[src/rtl/sdram_aref_if.sv]
// Bundle of the refresh controller's handshake and command signals.
// master: the refresh controller. slave: the arbiter / init-stage side.
interface sdram_aref_if;
  logic        init_done;
  logic        ref_en;
  logic        ref_req;
  logic [3:0]  aref_cmd;
  logic [11:0] aref_addr;
  logic        flag_ref_end;
  logic        ref_overrun;

  modport master (
    input  init_done,
    input  ref_en,
    output ref_req,
    output aref_cmd,
    output aref_addr,
    output flag_ref_end,
    output ref_overrun
  );

  modport slave (
    output init_done,
    output ref_en,
    input  ref_req,
    input  aref_cmd,
    input  aref_addr,
    input  flag_ref_end,
    input  ref_overrun
  );
endinterface

[src/rtl/sdram_aref.sv]
// SDRAM auto-refresh controller. Times the refresh interval once init is done,
// requests the command bus, and on grant issues PRECHARGE-ALL then AUTO-REFRESH
// with tRP/tRC NOP spacing, pulsing flag_ref_end in the final cycle.
module sdram_aref #(
  parameter int unsigned FREQUENCY     = 50,
  parameter int unsigned REF_PERIOD_US = 15,
  parameter int unsigned TRP_CYC       = 2,
  parameter int unsigned TRC_CYC       = 4
) (
  input  logic         clk,
  input  logic         rst,
  sdram_aref_if.master bus
);

  localparam int unsigned RefCnt  = REF_PERIOD_US * FREQUENCY;
  localparam logic [15:0] RefLast = 16'(RefCnt - 1);
  localparam logic [3:0]  TrpLast = 4'(TRP_CYC - 1);
  localparam logic [3:0]  TrcLast = 4'(TRC_CYC - 1);

  localparam logic [3:0] CmdPre  = 4'b0010;
  localparam logic [3:0] CmdAref = 4'b0001;
  localparam logic [3:0] CmdNop  = 4'b0111;

  typedef enum logic [2:0] {
    StIdle,
    StPre,
    StWaitRp,
    StAref,
    StWaitRc
  } state_e;

  logic [15:0] timer_q, timer_d;
  logic        tick;
  logic        start;
  logic        ref_req_q, ref_req_d;
  logic        overrun_q, overrun_d;
  state_e      state_q, state_d;
  logic [3:0]  wait_cnt_q, wait_cnt_d;
  logic [3:0]  cmd_q, cmd_d;
  logic        flag_q, flag_d;

  // Refresh interval timer; held at zero until the SDRAM is initialised.
  always_comb begin
    tick    = bus.init_done && (timer_q == RefLast);
    timer_d = timer_q + 16'd1;
    if (!bus.init_done || tick) begin
      timer_d = 16'd0;
    end
  end

  // Request and overrun bookkeeping; a tick coinciding with a start re-arms the request.
  always_comb begin
    start     = (state_q == StIdle) && ref_req_q && bus.ref_en;
    ref_req_d = ref_req_q;
    if (!bus.init_done) begin
      ref_req_d = 1'b0;
    end else if (tick) begin
      ref_req_d = 1'b1;
    end else if (start) begin
      ref_req_d = 1'b0;
    end
    overrun_d = overrun_q | (tick & ref_req_q & ~start);
  end

  // Sequence next-state; once started it runs to completion regardless of inputs.
  always_comb begin
    state_d    = state_q;
    wait_cnt_d = wait_cnt_q;
    unique case (state_q)
      StIdle: begin
        if (start) begin
          state_d = StPre;
        end
      end
      StPre: begin
        state_d    = StWaitRp;
        wait_cnt_d = 4'd0;
      end
      StWaitRp: begin
        if (wait_cnt_q == TrpLast) begin
          state_d = StAref;
        end else begin
          wait_cnt_d = wait_cnt_q + 4'd1;
        end
      end
      StAref: begin
        state_d    = StWaitRc;
        wait_cnt_d = 4'd0;
      end
      StWaitRc: begin
        if (wait_cnt_q == TrcLast) begin
          state_d = StIdle;
        end else begin
          wait_cnt_d = wait_cnt_q + 4'd1;
        end
      end
      default: begin
        state_d    = StIdle;
        wait_cnt_d = 4'd0;
      end
    endcase
  end

  // Outputs decoded from next state so they line up with the state they describe.
  always_comb begin
    unique case (state_d)
      StPre:   cmd_d = CmdPre;
      StAref:  cmd_d = CmdAref;
      default: cmd_d = CmdNop;
    endcase
    flag_d = (state_d == StWaitRc) && (wait_cnt_d == TrcLast);
  end

  // Timer, request and sticky overrun state.
  always_ff @(posedge clk or posedge rst) begin
    if (rst) begin
      timer_q   <= 16'd0;
      ref_req_q <= 1'b0;
      overrun_q <= 1'b0;
    end else begin
      timer_q   <= timer_d;
      ref_req_q <= ref_req_d;
      overrun_q <= overrun_d;
    end
  end

  // Sequencer state with its registered command and completion flag.
  always_ff @(posedge clk or posedge rst) begin
    if (rst) begin
      state_q    <= StIdle;
      wait_cnt_q <= 4'd0;
      cmd_q      <= CmdNop;
      flag_q     <= 1'b0;
    end else begin
      state_q    <= state_d;
      wait_cnt_q <= wait_cnt_d;
      cmd_q      <= cmd_d;
      flag_q     <= flag_d;
    end
  end

  assign bus.ref_req      = ref_req_q;
  assign bus.aref_cmd     = cmd_q;
  assign bus.aref_addr    = 12'b0100_0000_0000;
  assign bus.flag_ref_end = flag_q;
  assign bus.ref_overrun  = overrun_q;

endmodule
[src/flat_wrapper.sv]
// flat-port wrapper written by rule: the top's interface ports become plain ports
module sdram_aref_flat 
#(
  parameter int unsigned FREQUENCY     = 50,
  parameter int unsigned REF_PERIOD_US = 15,
  parameter int unsigned TRP_CYC       = 2,
  parameter int unsigned TRC_CYC       = 4
)
  (clk, rst, bus_init_done, bus_ref_en, bus_ref_req, bus_aref_cmd, bus_aref_addr, bus_flag_ref_end, bus_ref_overrun);
  sdram_aref_if bus_i ();
  input  logic clk;
  input  logic rst;
  input wire logic [$bits(bus_i.init_done)-1:0] bus_init_done;
  input wire logic [$bits(bus_i.ref_en)-1:0] bus_ref_en;
  output wire logic [$bits(bus_i.ref_req)-1:0] bus_ref_req;
  output wire logic [$bits(bus_i.aref_cmd)-1:0] bus_aref_cmd;
  output wire logic [$bits(bus_i.aref_addr)-1:0] bus_aref_addr;
  output wire logic [$bits(bus_i.flag_ref_end)-1:0] bus_flag_ref_end;
  output wire logic [$bits(bus_i.ref_overrun)-1:0] bus_ref_overrun;
  assign bus_i.init_done = bus_init_done;
  assign bus_i.ref_en = bus_ref_en;
  assign bus_ref_req = bus_i.ref_req;
  assign bus_aref_cmd = bus_i.aref_cmd;
  assign bus_aref_addr = bus_i.aref_addr;
  assign bus_flag_ref_end = bus_i.flag_ref_end;
  assign bus_ref_overrun = bus_i.ref_overrun;
  sdram_aref #(.FREQUENCY(FREQUENCY), .REF_PERIOD_US(REF_PERIOD_US), .TRP_CYC(TRP_CYC), .TRC_CYC(TRC_CYC)) u_core (.clk(clk), .rst(rst), .bus(bus_i));
endmodule
[config.mk]
export PLATFORM = sky130hd
export DESIGN_NAME = sdram_aref_flat
export DESIGN_NICKNAME = d
export VERILOG_FILES = /design/src/rtl/sdram_aref_if.sv /design/src/rtl/sdram_aref.sv /design/src/flat_wrapper.sv
export SDC_FILE = /design/constraint.sdc
export NUM_CORES = 1
export LEC_CHECK = 0
export CAP_MARGIN = 20
export CELL_PAD_IN_SITES_DETAIL_PLACEMENT = 0
export CELL_PAD_IN_SITES_GLOBAL_PLACEMENT = 1
export CORE_MARGIN = 2
export CORE_UTILIZATION = 41
export DETAILED_ROUTE_END_ITERATION = 8
export HOLD_SLACK_MARGIN = 0.02
export PLACE_DENSITY_LB_ADDON = 0.2
export RECOVER_POWER = 100
export SLEW_MARGIN = 0
export SYNTH_ARGS = -nofsm -noshare
export SYNTH_HDL_FRONTEND = slang
export SYNTH_SLANG_ARGS = --single-unit
[constraint.sdc]
create_clock -name clk -period 2.1 [get_ports clk]
set_clock_uncertainty 0.15 [all_clocks]
set_input_delay 0.21 -clock clk [delete_from_list [all_inputs] [get_ports clk]]
set_output_delay 0.21 -clock clk [all_outputs]
set_load 0.01 [all_outputs]
==> reports/qor.txt, run 1 <==
STATUS
---------------------------------------------------------------------------------
Run status                                                           finished clean

STA
---------------------------------------------------------------------------------
Shortest clock period the worst path allows after layout                  1.95 ns
Setup repair after global routing missed its margin                         false
Max Clock Freq                                                            513 MHz
Worst slew margin relative to its limit                                     0.521
Transition time at the pin with the least slew margin                    0.718 ns
Final number of setup-violating endpoints                                       0
Pins over their slew limit                                                      0
Worst-case hold slack                                                    0.322 ns
Period Utilization, post-route                                              0.928
Total Negative Setup Slacks                                                  0 ns
Hold violation total from the final report                                      0

CTS
---------------------------------------------------------------------------------
Number of buffers created by CTS                                                5
Post-CTS Setup Repair Bufs                                                      0
Total of cells resized after clock tree synthesis                               0
Total number of H-tree levels                                                   2
CTS tree                                                                     done
Clock network latency to the later pin of the worst-skew pair             0.27 ns
Clock root buffer master                                                 clkbuf_8
Num Clock Sinks                                                                29
Max Root-Sink Buffers                                                           2
Clock-pin slew on the worst setup and hold paths                          0.06 ns
# hold bufs at CTS                                                              0

SYNTHESIS
---------------------------------------------------------------------------------
Portion of netlist area occupied by mux cells                                   0
Mean area per synthesized cell                                           9.89 µm²
Dominant combinational cell family by area after synthesis           simple AND/OR/NAND/NOR gates
Most frequent cell after synthesis                                        dfrtp_1
Post-synthesis instance total                                                 159
Sequential element share of the synthesized area                            0.464
#FFs+latches synth                                                             29
Portion of synthesized cell area occupied by the leading cell type          0.414
Distinct cell type count after synthesis                                       38
Yosys Warn Count                                                                0
Synthesized-area fraction occupied by xor and xnor cells                    0.100
Compound-cell area share of the yosys netlist                              0.0644
Synth area leader                                                         dfrtp_1
Cell Area, Synth                                                         1570 µm²
Simple-gate portion of the synthesized area                                 0.235
Dominant synthesized flop cell                                            dfrtp_1
Number of enable-type register cells in the synthesized netlist                 0
Cell types with the largest area share after synthesis               dfrtp_1 41%, xor2_1 8.4%, buf_4 6.2%
Most used standard cells in the synthesized netlist                  26 x dfrtp_1, 20 x nor2_1, 15 x xor2_1
Async SR Flop Fraction                                                       1.00
Area share of fa/ha/maj cells after synthesis                              0.0318

LAYOUT
---------------------------------------------------------------------------------
Fraction of final layout cells with drive strength greater than 1          0.0882
Layout-stage area growth over the synthesis result                          11.6%
Fillers                                                                       359
Number of inserted diodes                                                       0
Layout Nets                                                                   177
FF/Latch Area                                                             729 µm²
Area of the multi-input gates                                             723 µm²

PLACED DESIGN
---------------------------------------------------------------------------------
Port buffer count                                                               9
GP Congestion                                                               0.905
HPWL Detailed                                                             1940 µm

SETUP PATH
---------------------------------------------------------------------------------
Max Fanout on Critical Path                                                     6
CP Class                                                             register to register
Worst reg2reg path depth                                                        5
Signal arrival time at the worst endpoint                                 1.98 ns
Req. time, crit path                                                      2.13 ns
Critical Path Start Type                                                 register
Kind of capture point of the worst setup path                            register

FLOORPLANNING
---------------------------------------------------------------------------------
Die area                                                                 4350 µm²
Number of ports placed on the die boundary                                     23
Starting density of the core                                                0.430
Floorplan Core Area                                                      3660 µm²
Die height                                                                65.9 µm
Placement Rows                                                                 22
Horizontal die dimension                                                  65.9 µm

POWER AND IR DROP
---------------------------------------------------------------------------------
VDD IR max                                                               0.401 mV
Static power due to leakage                                              0.799 nW
Power density over the cells                                           972 nW/µm²

ROUTING
---------------------------------------------------------------------------------
Total Wirelength                                                          2740 µm
Remaining antenna violation count after routing                                 0
Detailed-router iteration count before antenna repair                           4
Drt first-iter violations                                                      54
Number of vias per cell after detailed routing                               4.95
DRC violation count after routing                                               0
Total number of vias                                                         1079
Routed wire length per instance                                           12.6 µm

GLOBAL ROUTING
---------------------------------------------------------------------------------
Via count of the first global-routing pass                                   1049
Global-route wire length before repair                                    4740 µm
Total track usage                                                           0.144
Overall overflow remaining after global route                                   0
Maximum number of pins on one net before global-route repair                   30
Initial antenna violation count                                                 0

JOB
---------------------------------------------------------------------------------
Count of max-cap constraint violations                                          0

MIN PATH
---------------------------------------------------------------------------------
Hold Crit Class                                                      register to register
Worst hold path stage count                                                     1

[where the power goes]
part	leakage, nW	switching (mW)	internal, mW
Clock	0.0585	0.194	0.386
Combinational	0.353	0.237	0.185
Sequential	0.388	0.0731	0.631
Total	0.799	0.504	1.20
[stage by stage]
step	power [mW]	std cells	area [µm²]	utilization	setup slack, ns
after floorplan	1.07	170	1610	-	0.251
after global placement	1.16	210	1650	0.451	0.179
after detailed placement	1.16	210	1650	0.451	0.156
after CTS	1.75	218	1770	0.483	0.149
after global routing	1.83	218	1760	0.479	0.0340
final	1.71	218	1760	0.479	0.150
[worst max-delay path, stage by stage, from the launching register on]
cell and delay (ns):
dfrtp_1 0.45, ha_1 0.26, nor3b_1 0.16, nand2b_4 0.17
or4_1 0.47, a211oi_1 0.21
[flip-flops by register name (all words and copies together) (netlist names)]
register and count:
u_core.bus.ref_overrun 1, u_core.timer_q 16, u_core.bus.flag_ref_end 1, u_core.state_q 3
u_core.bus.aref_cmd 3, u_core.bus.ref_req 1, u_core.wait_cnt_q 4
[routing by layer]
| layer | part of all wire | GRT usage | wire, µm | vias up |
|---|---|---|---|---|
| li1 | - | - | - | 534 |
| met1 | 0.44 | 0.162 | 1200 | 517 |
| met2 | 0.51 | 0.259 | 1400 | 24 |
| met3 | 0.044 | 0.0460 | 120 | 4 |
| met4 | 0.0077 | 0.0459 | 21 | 0 |
| met5 | 0 | 0 | 0 | - |
[layout by cell type, fill, tap and decap left out, types with 3 or more instances in the layout]
cell | netlist | routed
nand3_1 | 7 | 7
dfstp_2 | 3 | 3
conb_1 | 2 | 13
xnor2_1 | 3 | 3
dlygate4sd3_1 | 0 | 7
nand2_1 | 9 | 9
nor2_1 | 20 | 20
xor2_1 | 15 | 15
nand4_1 | 7 | 7
ha_1 | 4 | 4
o21ai_0 | 3 | 3
and4_1 | 4 | 4
clkbuf_8 | 0 | 6
and3_1 | 4 | 4
dfrtp_1 | 26 | 26
inv_1 | 6 | 6
[cell families (layout without fill, tap and decap cells)]
group | Yosys count | in the layout
AO/OA/AOI/OAI | 14 | 14
XOR/XNOR | 18 | 18
adder cells (fa/ha/maj) | 4 | 4
buffers and inverters | 26 | 26
flip-flops | 29 | 29
other | 2 | 13
AND/OR/NAND/NOR | 66 | 66
[worst paths after layout]
path,startpoint,to,slack [ns]
worst max-delay path,u_core.wait_cnt_q[0],u_core.bus.flag_ref_end,0.15
worst min-delay path,u_core.bus.ref_overrun,u_core.bus.ref_overrun,0.32
worst max register to register,u_core.wait_cnt_q[0],u_core.bus.flag_ref_end,0.15
worst min register to register,u_core.bus.ref_overrun,u_core.bus.ref_overrun,0.32
max in group asynchronous,rst,u_core.wait_cnt_q[0],0.91
min in group asynchronous,rst,u_core.state_q[1],0.43
[area by class of cell]
type                    count  area share
clock inverters             1      0.0171
well taps                  48      0.0342
multi-input cells         115       0.412
inverters                   6      0.0128
clock buffers               7      0.0492
repair buffers             12      0.0592
flip-flops and latches     29       0.416
Note: power is estimated with default switching activity, not from simulation.
==> run 2: changes to the inputs <==
--- a/config.mk
+++ b/config.mk
@@ -8,7 +8,7 @@
 export CAP_MARGIN = 20
 export CELL_PAD_IN_SITES_DETAIL_PLACEMENT = 0
 export CELL_PAD_IN_SITES_GLOBAL_PLACEMENT = 1
-export CORE_MARGIN = 2
+export CORE_MARGIN = 1.5
 export CORE_UTILIZATION = 41
 export DETAILED_ROUTE_END_ITERATION = 8
 export HOLD_SLACK_MARGIN = 0.02
==> run 2 against run 1 <==
Compared with the run above: sequential power is essentially flat; first-iteration DRC count decreased by 57%; non-clock buffer count is the same; combinational power hardly changed; sequential share of layout area is 0.82 points higher; die area down 3.0%; count of clock-buffer cells in the layout decreased by 1; power down 8.6%.
==> reports/qor.txt, run 2 (synthesis gave the netlist of run 1 again) <==
STA
---------------------------------------------------------------------------------
Shortest clock period the worst path allows after layout                  1.97 ns
Transition time at the pin with the least slew margin                    0.723 ns
Final number of setup-violating endpoints                                       0
Period Utilization, post-route                                              0.937
Worst slew margin relative to its limit                                     0.518
Total Negative Setup Slacks                                                  0 ns
Setup repair after global routing missed its margin                         false
Setup slack of the critical path after layout                            0.131 ns
Pins over their slew limit                                                      0
Max Clock Freq                                                            508 MHz
Hold violation total from the final report                                      0

LAYOUT
---------------------------------------------------------------------------------
Layout-stage area growth over the synthesis result                          9.47%
Fraction of final layout cells with drive strength greater than 1          0.0882
Number of inserted diodes                                                       0
Register name with the most flops                                    u_core.timer_q
Final instance count without filler cells                                     218
Registers with the most flip-flops                                   u_core.timer_q: 16 flops, u_core.wait_cnt_q: 4 flops
Design area                                                              1720 µm²
Most common library cell in the layout ignoring fill and taps             dfrtp_1
Layout Nets                                                                   177
Commonest non-fill, non-tap cells in the layout                      26 x dfrtp_1, 20 x nor2_1, 15 x xor2_1
Post-layout utilization of the core                                         0.470
Number of flip-flops in the largest register                                   16

PLACED DESIGN
---------------------------------------------------------------------------------
Port buffer count                                                               9
Pre-CTS worst setup slack                                                0.152 ns
Post-placement cell area                                                 1650 µm²
Placed instance count                                                         210
HPWL Detailed                                                             1920 µm
GP Congestion                                                               0.887

SETUP PATH
---------------------------------------------------------------------------------
Number of buffer and inverter instances along the worst setup path              0
Kind of capture point of the worst setup path                            register
Max Fanout on Critical Path                                                     6
Signal arrival time at the worst endpoint                                 2.01 ns
CP Class                                                             register to register
Critical Path Start Type                                                 register
Req. time, crit path                                                      2.14 ns
Worst path top cell family by delay                                  simple AND/OR/NAND/NOR gates
Worst path cell trace                                                ha_1 -> nor3b_1 -> nand2b_4 -> or4_1 -> a211oi_1
Critical-path cell with the highest stage delay                             or4_1
Slowest cell delay on critical path                                       0.47 ns

ROUTING
---------------------------------------------------------------------------------
Total number of vias                                                         1067
Number of vias per cell after detailed routing                               4.89
Routed wire length per instance                                           12.7 µm
DRC violation count after routing                                               0
Total Wirelength                                                          2780 µm
Drt first-iter violations                                                      23
Remaining antenna violation count after routing                                 0
Detailed-router iteration count before antenna repair                           4

FLOORPLANNING
---------------------------------------------------------------------------------
Floorplan Core Area                                                      3660 µm²
Placement Rows                                                                 22
Die area                                                                 4220 µm²
Horizontal die dimension                                                  64.9 µm
Number of ports placed on the die boundary                                     23
Die height                                                                64.9 µm
Starting density of the core                                                0.430

CTS
---------------------------------------------------------------------------------
Total of cells resized after clock tree synthesis                               0
Number of buffers created by CTS                                                5
Num Clock Sinks                                                                29
# hold bufs at CTS                                                              0
Clock network latency to the later pin of the worst-skew pair             0.28 ns
Post-CTS Setup Repair Bufs                                                      0
Total number of H-tree levels                                                   2
Max Root-Sink Buffers                                                           2
Clock root buffer master                                                 clkbuf_8
Clock-pin slew on the worst setup and hold paths                          0.06 ns
CTS tree                                                                     done

GLOBAL ROUTING
---------------------------------------------------------------------------------
Initial antenna violation count                                                 0
Total track usage                                                           0.152
Maximum number of pins on one net before global-route repair                   30
Global-route wire length before repair                                    4770 µm
Overall overflow remaining after global route                                   0
Via count of the first global-routing pass                                   1097

POWER AND IR DROP
---------------------------------------------------------------------------------
Static power due to leakage                                              0.785 nW
VDD IR max                                                               0.403 mV
Power density over the cells                                           906 nW/µm²

MIN PATH
---------------------------------------------------------------------------------
Hold Crit Class                                                      register to register

STATUS
---------------------------------------------------------------------------------
Run status                                                           finished clean

JOB
---------------------------------------------------------------------------------
Count of max-cap constraint violations                                          0

==> run 2: changes by cell type in the layout (fill, tap and decap cells not counted), sizes merged <==
cell / change
bufinv: -1
clkbuf: -1
clkinv: +2
==> run 2: cell type report <==
type | instances | area (µm²)
clock buffer | 6 | 72.6
clock inverter | 2 | 10.0
sequential | 29 | 729
inverter | 6 | 22.5
multi-input combinational | 115 | 723
timing repair buffer | 12 | 104
tap | 48 | 60.1
fill | 340 | 1940
==> run 2: layer usage <==
metal,GRT usage,part of all wire,up-vias
li1,-,-,535
met1,0.163,0.43,521
met3,0.0538,0.031,2
met2,0.260,0.52,9
met4,0.0824,0.010,0
met5,0,0,-
==> run 2: power by group <==
part	internal, mW	total, mW	switching (mW)
Clock	0.229	0.432	0.203
Sequential	0.631	0.704	0.0726
Combinational	0.186	0.424	0.238
Total	1.05	1.56	0.514
==> run 2: worst paths after layout <==
check / slack [ns] / cells past startpoint / endpoint / from
setup reg to reg: 0.13 / 5 / u_core.bus.flag_ref_end / u_core.wait_cnt_q[0]
hold reg to reg: 0.33 / 1 / u_core.bus.ref_overrun / u_core.bus.ref_overrun
setup / recovery: 0.13 / 5 / u_core.bus.flag_ref_end / u_core.wait_cnt_q[0]
hold / removal: 0.33 / 1 / u_core.bus.ref_overrun / u_core.bus.ref_overrun
max in group asynchronous: 0.91 / 3 / u_core.timer_q[15] / rst
min in group asynchronous: 0.41 / 3 / u_core.timer_q[10] / rst
==> run 2: metrics by stage <==
| stage | hold slack (ns) | power, mW |
|---|---|---|
| detailed placement | 0.321 | 1.15 |
| finish | 0.327 | 1.56 |
| global route | 0.352 | 1.68 |
| floorplan | 0.136 | 1.07 |
| CTS | 0.154 | 1.61 |
| global placement | 0.313 | 1.15 |
==> variant 1 (flow settings as in run 2) <==
Encoding of `state_e`: now one-hot (5 bits for 5 states).
--- a/src/rtl/sdram_aref.sv
+++ b/src/rtl/sdram_aref.sv
@@ -21,12 +21,12 @@
   localparam logic [3:0] CmdAref = 4'b0001;
   localparam logic [3:0] CmdNop  = 4'b0111;
 
-  typedef enum logic [2:0] {
-    StIdle,
-    StPre,
-    StWaitRp,
-    StAref,
-    StWaitRc
+  typedef enum logic [4:0] {
+    StIdle   = 5'b00001,
+    StPre    = 5'b00010,
+    StWaitRp = 5'b00100,
+    StAref   = 5'b01000,
+    StWaitRc = 5'b10000
   } state_e;
 
   logic [15:0] timer_q, timer_d;
Check against the original RTL: same outputs for any inputs over 10 cycles, from zero or initial values and one cycle with rst high; not proved beyond that.
==> variant 1 against run 2 <==
Via count increased by 10%. Area after synthesis increased by 3.7%. Synthesized cell count increased by 2.5%. Largest cell class unchanged. Sequential cell count increased by 2. Wire length increased by 4.3%. Worst setup slack got worse by 63 ps. Cell area increased by 11%.
Power is not compared: it rests on default switching activity, and its combinational part moved more than twofold at a synthesized area within 25%.
==> variant 1: results (changes against run 2) <==
synth:
  synthCells: 163  # +2.5%
  ys_types: 41  # +7.9%
  yosysSeqAreaShare: 0.479  # +0.0147
  synthTopCellsByArea: "dfrtp_1 41%, buf_4 6.4%, dfstp_2 6.4%"
  yosys-top-cells-count: "27 x dfrtp_1, 23 x nor2_1, 14 x buf_4, 12 x xor2_1, 11 x nand3_1"
global_route:
  grt_pass1_vias: 1149  # +4.7%
  grt_pass1_wl_mm: 5.02  # +5.4%
  grt_max_degree: 32  # +6.7%
  grt_usage: 0.154  # +0.00188
layout:
  drive_above_1_share: 0.170  # +0.0821
  nNetsFinal: 189  # +6.8%
  instances_no_fill: 230  # +5.5%
  reg_top3: "u_core.timer_q x16, u_core.state_q x5, u_core.wait_cnt_q x4"
drt:
  met1_length_mm: 1.33  # +10%
  wl_met2_mm: 1.39  # -4.3%
  dr_wl_met3_um: 118  # +37%
  routed_wl_mm: 2.89  # +4.3%
  dr.first_iter.drc_count: 101  # +340%
  vias: 1176  # +10%
worst_setup_path:
  r2r_setup_slack_ps: 70  # -60 ps
  arrival_ps: 2070  # +60 ps
  cp_max_fo: 4  # -2
  worstRegToRegCells: 6  # +1
placed_design:
  gp_congestion: 0.903  # +1.7%
  dp_hpwl_mm: 2.00  # +4.2%
  placed_cells: 222  # +5.7%
status:
  status: "finished clean"
timing:
  tightestPinTransition_ps: 768  # +45.1 ps
==> variant 1: cell types whose count changed after synthesis, sizes merged, moves of 3 or more <==
| cell | run 2 | this run |
|---|---|---|
| nand3 | 7 | 11 |
| xor2 | 15 | 12 |
| clkbuf | 4 | 0 |
| nor2 | 20 | 23 |
| and3 | 4 | 1 |
==> variant 1: logic make-up (layout without fill, tap and decap cells) <==
kind of cell | after synthesis | count (layout) | synth area share
buffers and inverters | 24 | 32 | 0.0936
AOI/OAI and AO/OA | 16 | 16 | 0.0667
DFF | 31 | 31 | 0.479
other | 2 | 13 | 0.00460
muxes | 2 | 2 | 0.0130
adders and majority gates | 4 | 4 | 0.0307
and+or+nand+nor | 68 | 68 | 0.227
xor gates and xnor gates | 16 | 16 | 0.0859
==> variant 1: power breakdown <==
group / total [mW] / internal (mW) / switching (mW)
Sequential: 0.608 / 0.602 / 0.00589
Combinational: 0.0485 / 0.0146 / 0.0339
Clock: 0.603 / 0.384 / 0.219
==> variant 1: metrics by stage <==
step | setup slack (ps) | area (um2)
global placement | 113 | 1770
finish | 68.8 | 1900
CTS | 50.5 | 1890
detailed placement | 67.7 | 1770
floorplan | 50.4 | 1670
global route | -47.5 | 1900
==> variant 1: worst max path at each step <==
stage	endpoint	slack, ps	cells past startpoint
after floorplan	u_core.bus.flag_ref_end$_DFF_PP0_	50	6
after global placement	u_core.bus.flag_ref_end$_DFF_PP0_	110	6
after detailed placement	u_core.bus.flag_ref_end$_DFF_PP0_	70	6
after CTS	u_core.bus.flag_ref_end$_DFF_PP0_	50	6
after global routing	u_core.bus.flag_ref_end$_DFF_PP0_	-50	8
final	u_core.bus.flag_ref_end$_DFF_PP0_	70	6
==> variant 1: what timing repair did <==
item,in CTS,in global routing
endpoints found under the hold margin,0,0
setup endpoints to repair,0,1
resized for setup,0,4
==> variant 1: area by class of cell <==
| type | instances | area (um2) |
|---|---|---|
| flip-flops and latches | 31 | 781 |
| inverters | 7 | 26.3 |
| fillers | 365 | 1840 |
| repair buffers | 17 | 160 |
| well taps | 48 | 60.1 |
| multi-input cells | 119 | 759 |
| clock buffers | 6 | 82.6 |
| clock inverters | 2 | 35.0 |
==> variant 1: worst max-delay path: stages (launching register included) <==
cell      delay, ps
dfrtp_1         350
ha_2            180
or3b_4          380
and3_4          170
o21bai_1        170
o221a_1         280
nor4b_2         260
==> variant 1: routing by layer <==
metal  track usage  vias up
li1              -      565
met1         0.179      582
met2         0.250       24
met3        0.0545        5
met4        0.0765        0
met5             0        -
==> variant 2 (config.mk and constraints of run 2) <==
Made on the original files. `REF_PERIOD_US` is set to 15 in 2 places; all go to 14.
--- a/src/rtl/sdram_aref.sv
+++ b/src/rtl/sdram_aref.sv
@@ -3,7 +3,7 @@
 // with tRP/tRC NOP spacing, pulsing flag_ref_end in the final cycle.
 module sdram_aref #(
   parameter int unsigned FREQUENCY     = 50,
-  parameter int unsigned REF_PERIOD_US = 15,
+  parameter int unsigned REF_PERIOD_US = 14,
   parameter int unsigned TRP_CYC       = 2,
   parameter int unsigned TRC_CYC       = 4
 ) (
--- a/src/flat_wrapper.sv
+++ b/src/flat_wrapper.sv
@@ -2,7 +2,7 @@
 module sdram_aref_flat 
 #(
   parameter int unsigned FREQUENCY     = 50,
-  parameter int unsigned REF_PERIOD_US = 15,
+  parameter int unsigned REF_PERIOD_US = 14,
   parameter int unsigned TRP_CYC       = 2,
   parameter int unsigned TRC_CYC       = 4
 )
Formal check against the unedited RTL: same outputs for any inputs over 10 cycles, from zero or initial values and one cycle with rst high; that may be too few to reach the edited logic, so the function may still have changed.
==> variant 2 against run 2 <==
Power grew 0.18%. Via count grew 6.1%. Wire length grew 1.2%. Sequential share of layout area shrank 1.4 points. Die area shrank 2.9%. Critical path depth shrank 1. Sequential cell count is the same. Count of clock-buffer cells in the layout shrank 1. Combinational power grew 4%. Worst setup slack lost 3.7 ps. Cell area grew 3.4%. Area after synthesis shrank 3.0%. Synthesized cell count shrank 1.3%. Cell count grew 5.0%.
==> variant 2: results (changes against run 2) <==
status:
  status: "finished clean"
synth:
  yosys-top-cells-count: "26 x dfrtp_1, 22 x nor2_1, 14 x xnor2_1, 13 x buf_4, 10 x nand2_1"
  synthTopCellsByArea: "dfrtp_1 43%, xnor2_1 8.0%, buf_4 6.4%"
  synthAdderAreaFrac: 0.0246  # -0.00721
  synth-compound-area-share: 0.0632  # -0.00127
  ys_types: 36  # -5.3%
  yosysSeqAreaShare: 0.478  # +0.0145
placed_design:
  postPlaceCellArea_um2: 1710  # +3.3%
  pre_cts_ws_ps: 76.2  # -76.2 ps
  gp_congestion: 0.809  # -8.9%
  placed_cells: 221  # +5.2%
timing:
  worst_slack_ps: 128  # -3.73 ps
  tightestPinTransition_ps: 709  # -13.9 ps
  holdWs_ps: 328  # +1.12 ps
drt:
  wl_per_cell_um: 12.3  # -3.6%
  vias: 1132  # +6.1%
  wl_met2_mm: 1.38  # -4.8%
  dr_wl_met3_um: 123  # +43%
  met1_length_mm: 1.22  # +1.0%
worst_setup_path:
  worstRegToRegCells: 4  # -1
  cp_max_fo: 15  # +9
  startpoint: "u_core.timer_q[12]$_DFF_PP0_"
  crit_end: "u_core.timer_q[4]$_DFF_PP0_"
power_and_ir_drop:
  ir_worst_vdd_v: 0.000527  # +31%
  switching_share: 0.330  # +0.000582
layout:
  drive_above_1_share: 0.131  # +0.0429
  instances_no_fill: 229  # +5.0%
  nNetsFinal: 189  # +6.8%
  nFillCells: 332  # -2.4%
## variant 2: power groups by stage
stage / clock network [mW] / registers [mW] / logic [mW]
CTS: 0.453 / 0.691 / 0.483
floorplan: 0 / 0.701 / 0.332
global route: 0.474 / 0.701 / 0.491
finish: 0.433 / 0.689 / 0.441
global placement: 0 / 0.698 / 0.473
detailed placement: 0 / 0.701 / 0.482
## variant 2: final cells by class
cell class | instances | area (um2) | area share
sequential | 29 | 729 | 0.410
tap | 46 | 57.6 | 0.0323
clock inverter | 3 | 17.5 | 0.00984
multi-input combinational | 116 | 703 | 0.395
timing repair buffer | 24 | 181 | 0.102
inverter | 6 | 22.5 | 0.0126
clock buffer | 5 | 68.8 | 0.0387
## variant 2: layer usage
metal  up-vias  GRT usage
li1        557          -
met1       543      0.191
met2        25      0.258
met3         7     0.0440
met4         0      0.106
met5         -          0
## variant 2: critical path: stages, from the launching register on
cell	delay, ps
dfrtp_1	380
or4bb_1	530
or4_4	590
nand2_8	150
nor2_1	60
